`src/rtl/ifq_pkg.sv`:
```
// Shared types and constants for the instruction-fetch prefetch queue.
package ifq_pkg;

    localparam int          INSTR_W = 32;
    localparam logic [31:0] PC_STEP = 32'd4;

    typedef enum logic [1:0] {
        IDLE  = 2'd0,
        REQ   = 2'd1,
        DRAIN = 2'd2
    } ifq_state_e;

    typedef struct packed {
        logic [31:0]        pc;
        logic [INSTR_W-1:0] instr;
    } entry_t;

endpackage

```
`src/rtl/ifetch_prefetch_queue_if.sv`:
```
// Instruction-memory request/ack bus and decode valid/ready bus of the fetch front end.
interface ifetch_prefetch_queue_if;
    import ifq_pkg::*;

    logic               mem_req_o;
    logic [31:0]        mem_addr_o;
    logic               mem_ack_i;
    logic [INSTR_W-1:0] mem_data_i;
    logic               instr_valid_o;
    logic [INSTR_W-1:0] instr_o;
    logic [31:0]        instr_pc_o;
    logic               instr_ready_i;

    modport master (
        output mem_req_o, mem_addr_o, instr_valid_o, instr_o, instr_pc_o,
        input  mem_ack_i, mem_data_i, instr_ready_i
    );

    modport slave (
        input  mem_req_o, mem_addr_o, instr_valid_o, instr_o, instr_pc_o,
        output mem_ack_i, mem_data_i, instr_ready_i
    );

endinterface

```
`src/rtl/ifq_fifo.sv`:
```
// Synchronous FIFO of {pc, instr} entries; pointers carry an extra wrap bit for full/empty.
module ifq_fifo
    import ifq_pkg::*;
#(
    parameter int DEPTH = 4
) (
    input  logic                         clk_i,
    input  logic                         rst_i,
    input  logic                         i_push,
    input  logic                         i_pop,
    input  logic                         i_flush,
    input  entry_t                       i_data,
    output entry_t                       o_head,
    output logic                         o_empty,
    output logic                         o_full,
    output logic [$clog2(DEPTH+1)-1:0]   o_count
);

    localparam int AW = $clog2(DEPTH);

    entry_t        r_mem [DEPTH];
    logic [AW:0]   r_wptr;
    logic [AW:0]   r_rptr;

    always_ff @(posedge clk_i or negedge rst_i) begin
        if (!rst_i) begin
            r_wptr <= '0;
            r_rptr <= '0;
            for (int i = 0; i < DEPTH; i++) r_mem[i] <= '0;
        end else if (i_flush) begin
            r_wptr <= '0;
            r_rptr <= '0;
        end else begin
            if (i_push) begin
                r_mem[r_wptr[AW-1:0]] <= i_data;
                r_wptr                <= r_wptr + (AW+1)'(1);
            end
            if (i_pop) r_rptr <= r_rptr + (AW+1)'(1);
        end
    end

    assign o_head  = r_mem[r_rptr[AW-1:0]];
    assign o_empty = (r_wptr == r_rptr);
    assign o_full  = (r_wptr[AW] != r_rptr[AW]) && (r_wptr[AW-1:0] == r_rptr[AW-1:0]);
    assign o_count = r_wptr - r_rptr;

endmodule

```
`src/rtl/ifetch_prefetch_queue.sv`:
```
// Fetch front end: owns the fetch PC, issues one word request at a time, buffers words for decode.
// Optional macro IFQ_BYPASS_EN forwards an ack straight to decode when the queue is empty.
module ifetch_prefetch_queue
    import ifq_pkg::*;
#(
    parameter int          DEPTH    = 4,
    parameter logic [31:0] RESET_PC = 32'h0000_0000
) (
    input  logic                         clk_i,
    input  logic                         rst_i,
    input  logic                         start_i,
    input  logic                         redirect_i,
    input  logic [31:0]                  redirect_pc_i,
    ifetch_prefetch_queue_if.master      bus,
    output logic [$clog2(DEPTH+1)-1:0]   count_o
);

    localparam int         CW       = $clog2(DEPTH+1);
    localparam logic [CW-1:0] FULL_CNT = CW'(DEPTH);
    localparam logic [1:0] ST_IDLE  = IDLE;
    localparam logic [1:0] ST_REQ   = REQ;
    localparam logic [1:0] ST_DRAIN = DRAIN;

    logic [1:0]    r_state;
    logic [1:0]    w_state_nxt;
    logic [31:0]   r_fetch_pc;
    logic          w_ack;
    logic          w_push;
    logic          w_pop;
    logic          w_empty;
    logic          w_full;
    logic          w_byp_take;
    logic          w_issue_nxt;
    logic [CW-1:0] w_cnt_nxt;
    entry_t        w_head;
    entry_t        w_push_ent;

    assign w_ack = (r_state == ST_REQ) && bus.mem_ack_i;

`ifdef IFQ_BYPASS_EN
    logic w_byp;
    assign w_byp             = w_ack && w_empty && !redirect_i;
    assign w_byp_take        = w_byp && bus.instr_ready_i;
    assign bus.instr_valid_o = !w_empty || w_byp;
    assign bus.instr_o       = w_byp ? bus.mem_data_i : w_head.instr;
    assign bus.instr_pc_o    = w_byp ? r_fetch_pc     : w_head.pc;
`else
    assign w_byp_take        = 1'b0;
    assign bus.instr_valid_o = !w_empty;
    assign bus.instr_o       = w_head.instr;
    assign bus.instr_pc_o    = w_head.pc;
`endif

    // Redirect discards both the returning word and any decode handshake in its cycle.
    assign w_push      = w_ack && !redirect_i && !w_byp_take;
    assign w_pop       = !w_empty && bus.instr_ready_i && !redirect_i;
    assign w_cnt_nxt   = count_o + CW'(w_push) - CW'(w_pop);
    assign w_issue_nxt = start_i && !redirect_i && (w_cnt_nxt < FULL_CNT);
    assign w_push_ent  = '{pc: r_fetch_pc, instr: bus.mem_data_i};

    assign bus.mem_req_o  = (r_state == ST_REQ);
    assign bus.mem_addr_o = r_fetch_pc;

    always_comb begin
        w_state_nxt = r_state;
        case (r_state)
            ST_IDLE:  if (start_i && !redirect_i && !w_full) w_state_nxt = ST_REQ;
            ST_REQ: begin
                if (bus.mem_ack_i)   w_state_nxt = w_issue_nxt ? ST_REQ : ST_IDLE;
                else if (redirect_i) w_state_nxt = ST_DRAIN;
            end
            // An ack here closes the abandoned request even if another redirect lands with it.
            ST_DRAIN: if (bus.mem_ack_i) w_state_nxt = ST_IDLE;
            default:  w_state_nxt = ST_IDLE;
        endcase
    end

    always_ff @(posedge clk_i or negedge rst_i) begin
        if (!rst_i) begin
            r_state    <= ST_IDLE;
            r_fetch_pc <= RESET_PC;
        end else begin
            r_state <= w_state_nxt;
            if (redirect_i)  r_fetch_pc <= redirect_pc_i & 32'hFFFF_FFFC;
            else if (w_ack)  r_fetch_pc <= r_fetch_pc + PC_STEP;
        end
    end

    ifq_fifo #(
        .DEPTH (DEPTH)
    ) u_fifo (
        .clk_i   (clk_i),
        .rst_i   (rst_i),
        .i_push  (w_push),
        .i_pop   (w_pop),
        .i_flush (redirect_i),
        .i_data  (w_push_ent),
        .o_head  (w_head),
        .o_empty (w_empty),
        .o_full  (w_full),
        .o_count (count_o)
    );

endmodule

```
`src/flat_wrapper.sv`:
```
// flat-port wrapper written by rule: the top's interface ports become plain ports
module ifetch_prefetch_queue_flat import ifq_pkg::*;
#(
    parameter int          DEPTH    = 4,
    parameter logic [31:0] RESET_PC = 32'h0000_0000
)
  (clk_i, rst_i, start_i, redirect_i, redirect_pc_i, count_o, bus_mem_req_o, bus_mem_addr_o, bus_instr_valid_o, bus_instr_o, bus_instr_pc_o, bus_mem_ack_i, bus_mem_data_i, bus_instr_ready_i);
  ifetch_prefetch_queue_if bus_i ();
  input  logic clk_i;
  input  logic rst_i;
  input  logic start_i;
  input  logic redirect_i;
  input  logic [31:0] redirect_pc_i;
  output logic [$clog2(DEPTH+1)-1:0] count_o;
  output wire logic [$bits(bus_i.mem_req_o)-1:0] bus_mem_req_o;
  output wire logic [$bits(bus_i.mem_addr_o)-1:0] bus_mem_addr_o;
  output wire logic [$bits(bus_i.instr_valid_o)-1:0] bus_instr_valid_o;
  output wire logic [$bits(bus_i.instr_o)-1:0] bus_instr_o;
  output wire logic [$bits(bus_i.instr_pc_o)-1:0] bus_instr_pc_o;
  input wire logic [$bits(bus_i.mem_ack_i)-1:0] bus_mem_ack_i;
  input wire logic [$bits(bus_i.mem_data_i)-1:0] bus_mem_data_i;
  input wire logic [$bits(bus_i.instr_ready_i)-1:0] bus_instr_ready_i;
  assign bus_mem_req_o = bus_i.mem_req_o;
  assign bus_mem_addr_o = bus_i.mem_addr_o;
  assign bus_instr_valid_o = bus_i.instr_valid_o;
  assign bus_instr_o = bus_i.instr_o;
  assign bus_instr_pc_o = bus_i.instr_pc_o;
  assign bus_i.mem_ack_i = bus_mem_ack_i;
  assign bus_i.mem_data_i = bus_mem_data_i;
  assign bus_i.instr_ready_i = bus_instr_ready_i;
  ifetch_prefetch_queue #(.DEPTH(DEPTH), .RESET_PC(RESET_PC)) u_core (.clk_i(clk_i), .rst_i(rst_i), .start_i(start_i), .redirect_i(redirect_i), .redirect_pc_i(redirect_pc_i), .bus(bus_i), .count_o(count_o));
endmodule
```
`config.mk`:
```
export PLATFORM = sky130hd
export DESIGN_NAME = ifetch_prefetch_queue_flat
export DESIGN_NICKNAME = d
export VERILOG_FILES = /design/src/rtl/ifq_pkg.sv /design/src/rtl/ifetch_prefetch_queue_if.sv /design/src/rtl/ifq_fifo.sv /design/src/rtl/ifetch_prefetch_queue.sv /design/src/flat_wrapper.sv
export SDC_FILE = /design/constraint.sdc
export NUM_CORES = 1
export LEC_CHECK = 0
export CAP_MARGIN = 20
export CORE_AREA = 2 2 148 186
export CTS_CLUSTER_SIZE = 25
export DETAILED_ROUTE_END_ITERATION = 7
export DIE_AREA = 0 0 150 188
export GPL_TIMING_DRIVEN = 0
export MAX_ROUTING_LAYER = met4
export PLACE_DENSITY = 0.91
export SLEW_MARGIN = 40
export SYNTH_ARGS = -nofsm -noshare
export SYNTH_HDL_FRONTEND = slang
export SYNTH_HIERARCHICAL = 1
export SYNTH_SLANG_ARGS = --single-unit
```
`constraint.sdc`:
```
create_clock -name clk_i -period 3.5 [get_ports clk_i]
set_input_delay 0.7 -clock clk_i [delete_from_list [all_inputs] [get_ports clk_i]]
set_output_delay 0.7 -clock clk_i [all_outputs]
set_load 0.05 [all_outputs]
```
==> summary.txt <==
max-slew violation count: 0
Layout Nets: 1180
root buffer cell: clkbuf_16
drt pass-1 iters: 4
maximum vdd ir drop: 0.0003362 V
Comb power frac: 0.273
Avg Cell Area, Syn: 16.63 um2
final hold violations: 0
fill cell count: 1752
CP max FO: 10
status: completed
clk_lat worst skew: 0.54 ns
WS Path Type: register to output pin
Main synth FF type: dfrtp_1
first-pass GRT wire length: 52.90 mm
GRT Total Usage: 0.2438
Residual DRC: 0
final WL: 33.00 mm
CTS Buffer Depth: 3
Yosys top cell by area: dfrtp_1
Num CTS Buffers: 29
diode count: 0
Sw Pwr: 3.040 mW
Clock Skew: 0.01871 ns
worst hold slack: 0.02823 ns
layout cells sized above 1: 0.3853
synth unique cells: 50
area of the die: 0.02820 mm2
Std-Cell Core Area: 0.02649 mm2
leakage power: 9.365 nW
Critical Path Start Type: register
global placement routability congestion: 0.8287
Hold Crit Class: primary input to asynchronous set/reset pin
clock slew at reported path FFs: 0.06 ns
I/O pin total: 171
Post-CTS Setup Bufs: 0
crit end category: output pin
FMAX: 291.3 MHz
internal power: 6.583 mW
Crit path arrival time: 2.73 ns
detailed placement HPWL: 21.96 mm
P&R area growth vs syn: 21.74%
Period minus WS final: 3.433 ns
post-route non-filler standard cell count: 1461
Routed Antenna Nets: 0
CTS Sinks: 294
routed vias: 8573
placed insts: 1413
row count: 67
max_cap viols: 0
IO buf count: 165
period utilization: 0.9810
largest net degree at the start of global routing: 80
Initial DRC Count: 442
most common cell in the netlist: dfrtp_1
share of the synthesized area in the top cell type: 0.4971
Worst Max-Slew Pin Slew: 0.6962 ns
Syn Inst Count: 890
Cell Pwr Density: 534.2 mW/mm2
Worst slew margin: 0.5358
Clock Power Share: 0.314
cts hold-fix bufs: 0
Die Y: 188 um
routed vias/inst: 5.868
CTS tree: yes
vias in the first global route: 9413
Reg power frac: 0.413
sw frac: 0.3159
Yosys reg bits: 294
Async S/R FF share, synth: 1.000
post-DR wirelength/cell: 22.59 um
yosys warns: 6
Post-synth EDFFs: 0
Horiz. Die Dim: 150 um
synth cell count leaders: dfrtp_1, mux2_4, mux4_2, buf_12, nor2_1
Critical Path RT: 2.80 ns
Cell Area, Synth: 0.01480 mm2
RSZ-0062 raised after global routing: no
Multi-input gate area: 0.006660 mm2
Setup-failing EPs final: 0
Starting Density: 0.5587
total gr overflow: 0
H-tree depth: 1
largest cells by area after synthesis: dfrtp_1, mux2_4, mux4_2
Seq/Total Area, Yosys: 0.4971
sequential cell area: 0.007357 mm2
initial antenna violation count: 0
==> cell usage in the layout (no fill, tap or decap), drive strengths merged, types with 6 or more instances in the layout <==
cell type	synthesis	final
nand2	22	22
and3	9	9
ha	10	10
nand4	9	9
dlymetal6s2s	0	37
nor2	24	24
clkdlybuf4s50	0	111
nand3b	6	6
conb	1	10
dfrtp	294	294
buf	47	53
dlygate4sd2	0	14
or4	12	12
nand3	14	14
mux4	64	64
o21ai	14	14
xnor2	11	11
mux2	256	256
o31ai	12	12
inv	14	15
clkbuf	13	56
a31oi	14	14
==> stage by stage <==
step	utilization	total power [mW]	cell area [um2]	setup TNS (ns)	setup WS (ns)
floorplan	-	5.763	14830	0	0.3109
global placement	0.6386	6.630	16920	-3038.91	-10.37
detailed placement	0.6429	6.703	17030	-0.1376	-0.09952
CTS	0.6767	9.703	17930	0	0.0009976
global route	0.6801	9.965	18020	0	0.005262
finish	0.6801	9.623	18020	0	0.06656
==> logic make-up after synthesis <==
group,count (synthesis),share of synthesized area
multiplexers,323,0.3551
buffers and inverters,74,0.05521
AND/OR/NAND/NOR,117,0.04895
adder cells (fa/ha/maj),11,0.009807
XOR/XNOR,16,0.009469
other,1,0.0002534
flip-flops,294,0.4971
AO/OA/AOI/OAI,54,0.02410
==> power groups by stage <==
stage	clock network [mW]	registers, mW	logic [mW]
floorplan	0	4.03	1.73
global placement	0	4.00	2.63
detailed placement	0	4.01	2.69
CTS	3.07	3.96	2.67
global route	3.22	4.01	2.73
finish	3.02	3.97	2.63
==> worst max-delay path, stage by stage, from the launching register on <==
cell and delay (ns):
dfrtp_1 0.45, buf_4 0.26, buf_2 0.36, mux4_2 0.41
clkdlybuf4s50_1 0.73
==> cell type report <==
cell class | instances | share of cell area
Inverter | 14 | 0.002917
Timing Repair Buffer | 169 | 0.1017
Sequential cell | 294 | 0.4084
Buffer | 60 | 0.04271
Multi-Input combinational cell | 531 | 0.3697
Tap cell | 345 | 0.02396
Clock inverter | 6 | 0.003264
Clock buffer | 42 | 0.04743
==> final timing paths <==
path                                                      from                                    to  slack, ns  depth (start not counted)
max                        u_core/u_fifo/r_rptr[1]$_DFFE_PN0P_                    bus_instr_pc_o[15]       0.07                          4
min reg2reg                u_core/u_fifo/r_mem[31]$_DFFE_PN0P_   u_core/u_fifo/r_mem[31]$_DFFE_PN0P_       0.50                          1
min                                                      rst_i  u_core/u_fifo/r_mem[213]$_DFFE_PN0P_       0.03                          1
max reg2reg                u_core/u_fifo/r_rptr[1]$_DFFE_PN0P_         u_core/r_state[0]$_DFFE_PN0P_       0.22                         15
max in group asynchronous                                rst_i  u_core/bus.mem_addr_o[4]$_DFFE_PN0N_       2.52                          3
min in group clk_i                                  redirect_i   u_core/u_fifo/r_rptr[2]$_DFFE_PN0P_       0.36                          2
==> sequential cells by signal, indices dropped and copies added, names as in the netlist <==
name                   count
u_core/u_fifo/r_mem      256
u_core/r_state             2
u_core/u_fifo/r_wptr       3
u_core/u_fifo/r_rptr       3
u_core/bus.mem_addr_o     30
==> per-layer routing <==
layer	part of all wire	global-route usage
met4	0.032	0.08055
met3	0.048	0.02920
met2	0.51	0.3995
met1	0.41	0.3177
met5	0	-
==> timing repair <==
item / 4_1_cts / 5_1_grt
endpoints found under the setup margin: 25 / 39
gates resized for setup: 22 / 40
hold endpoints to repair: 0 / 0
No activity file was read; power rests on OpenSTA's default activity.
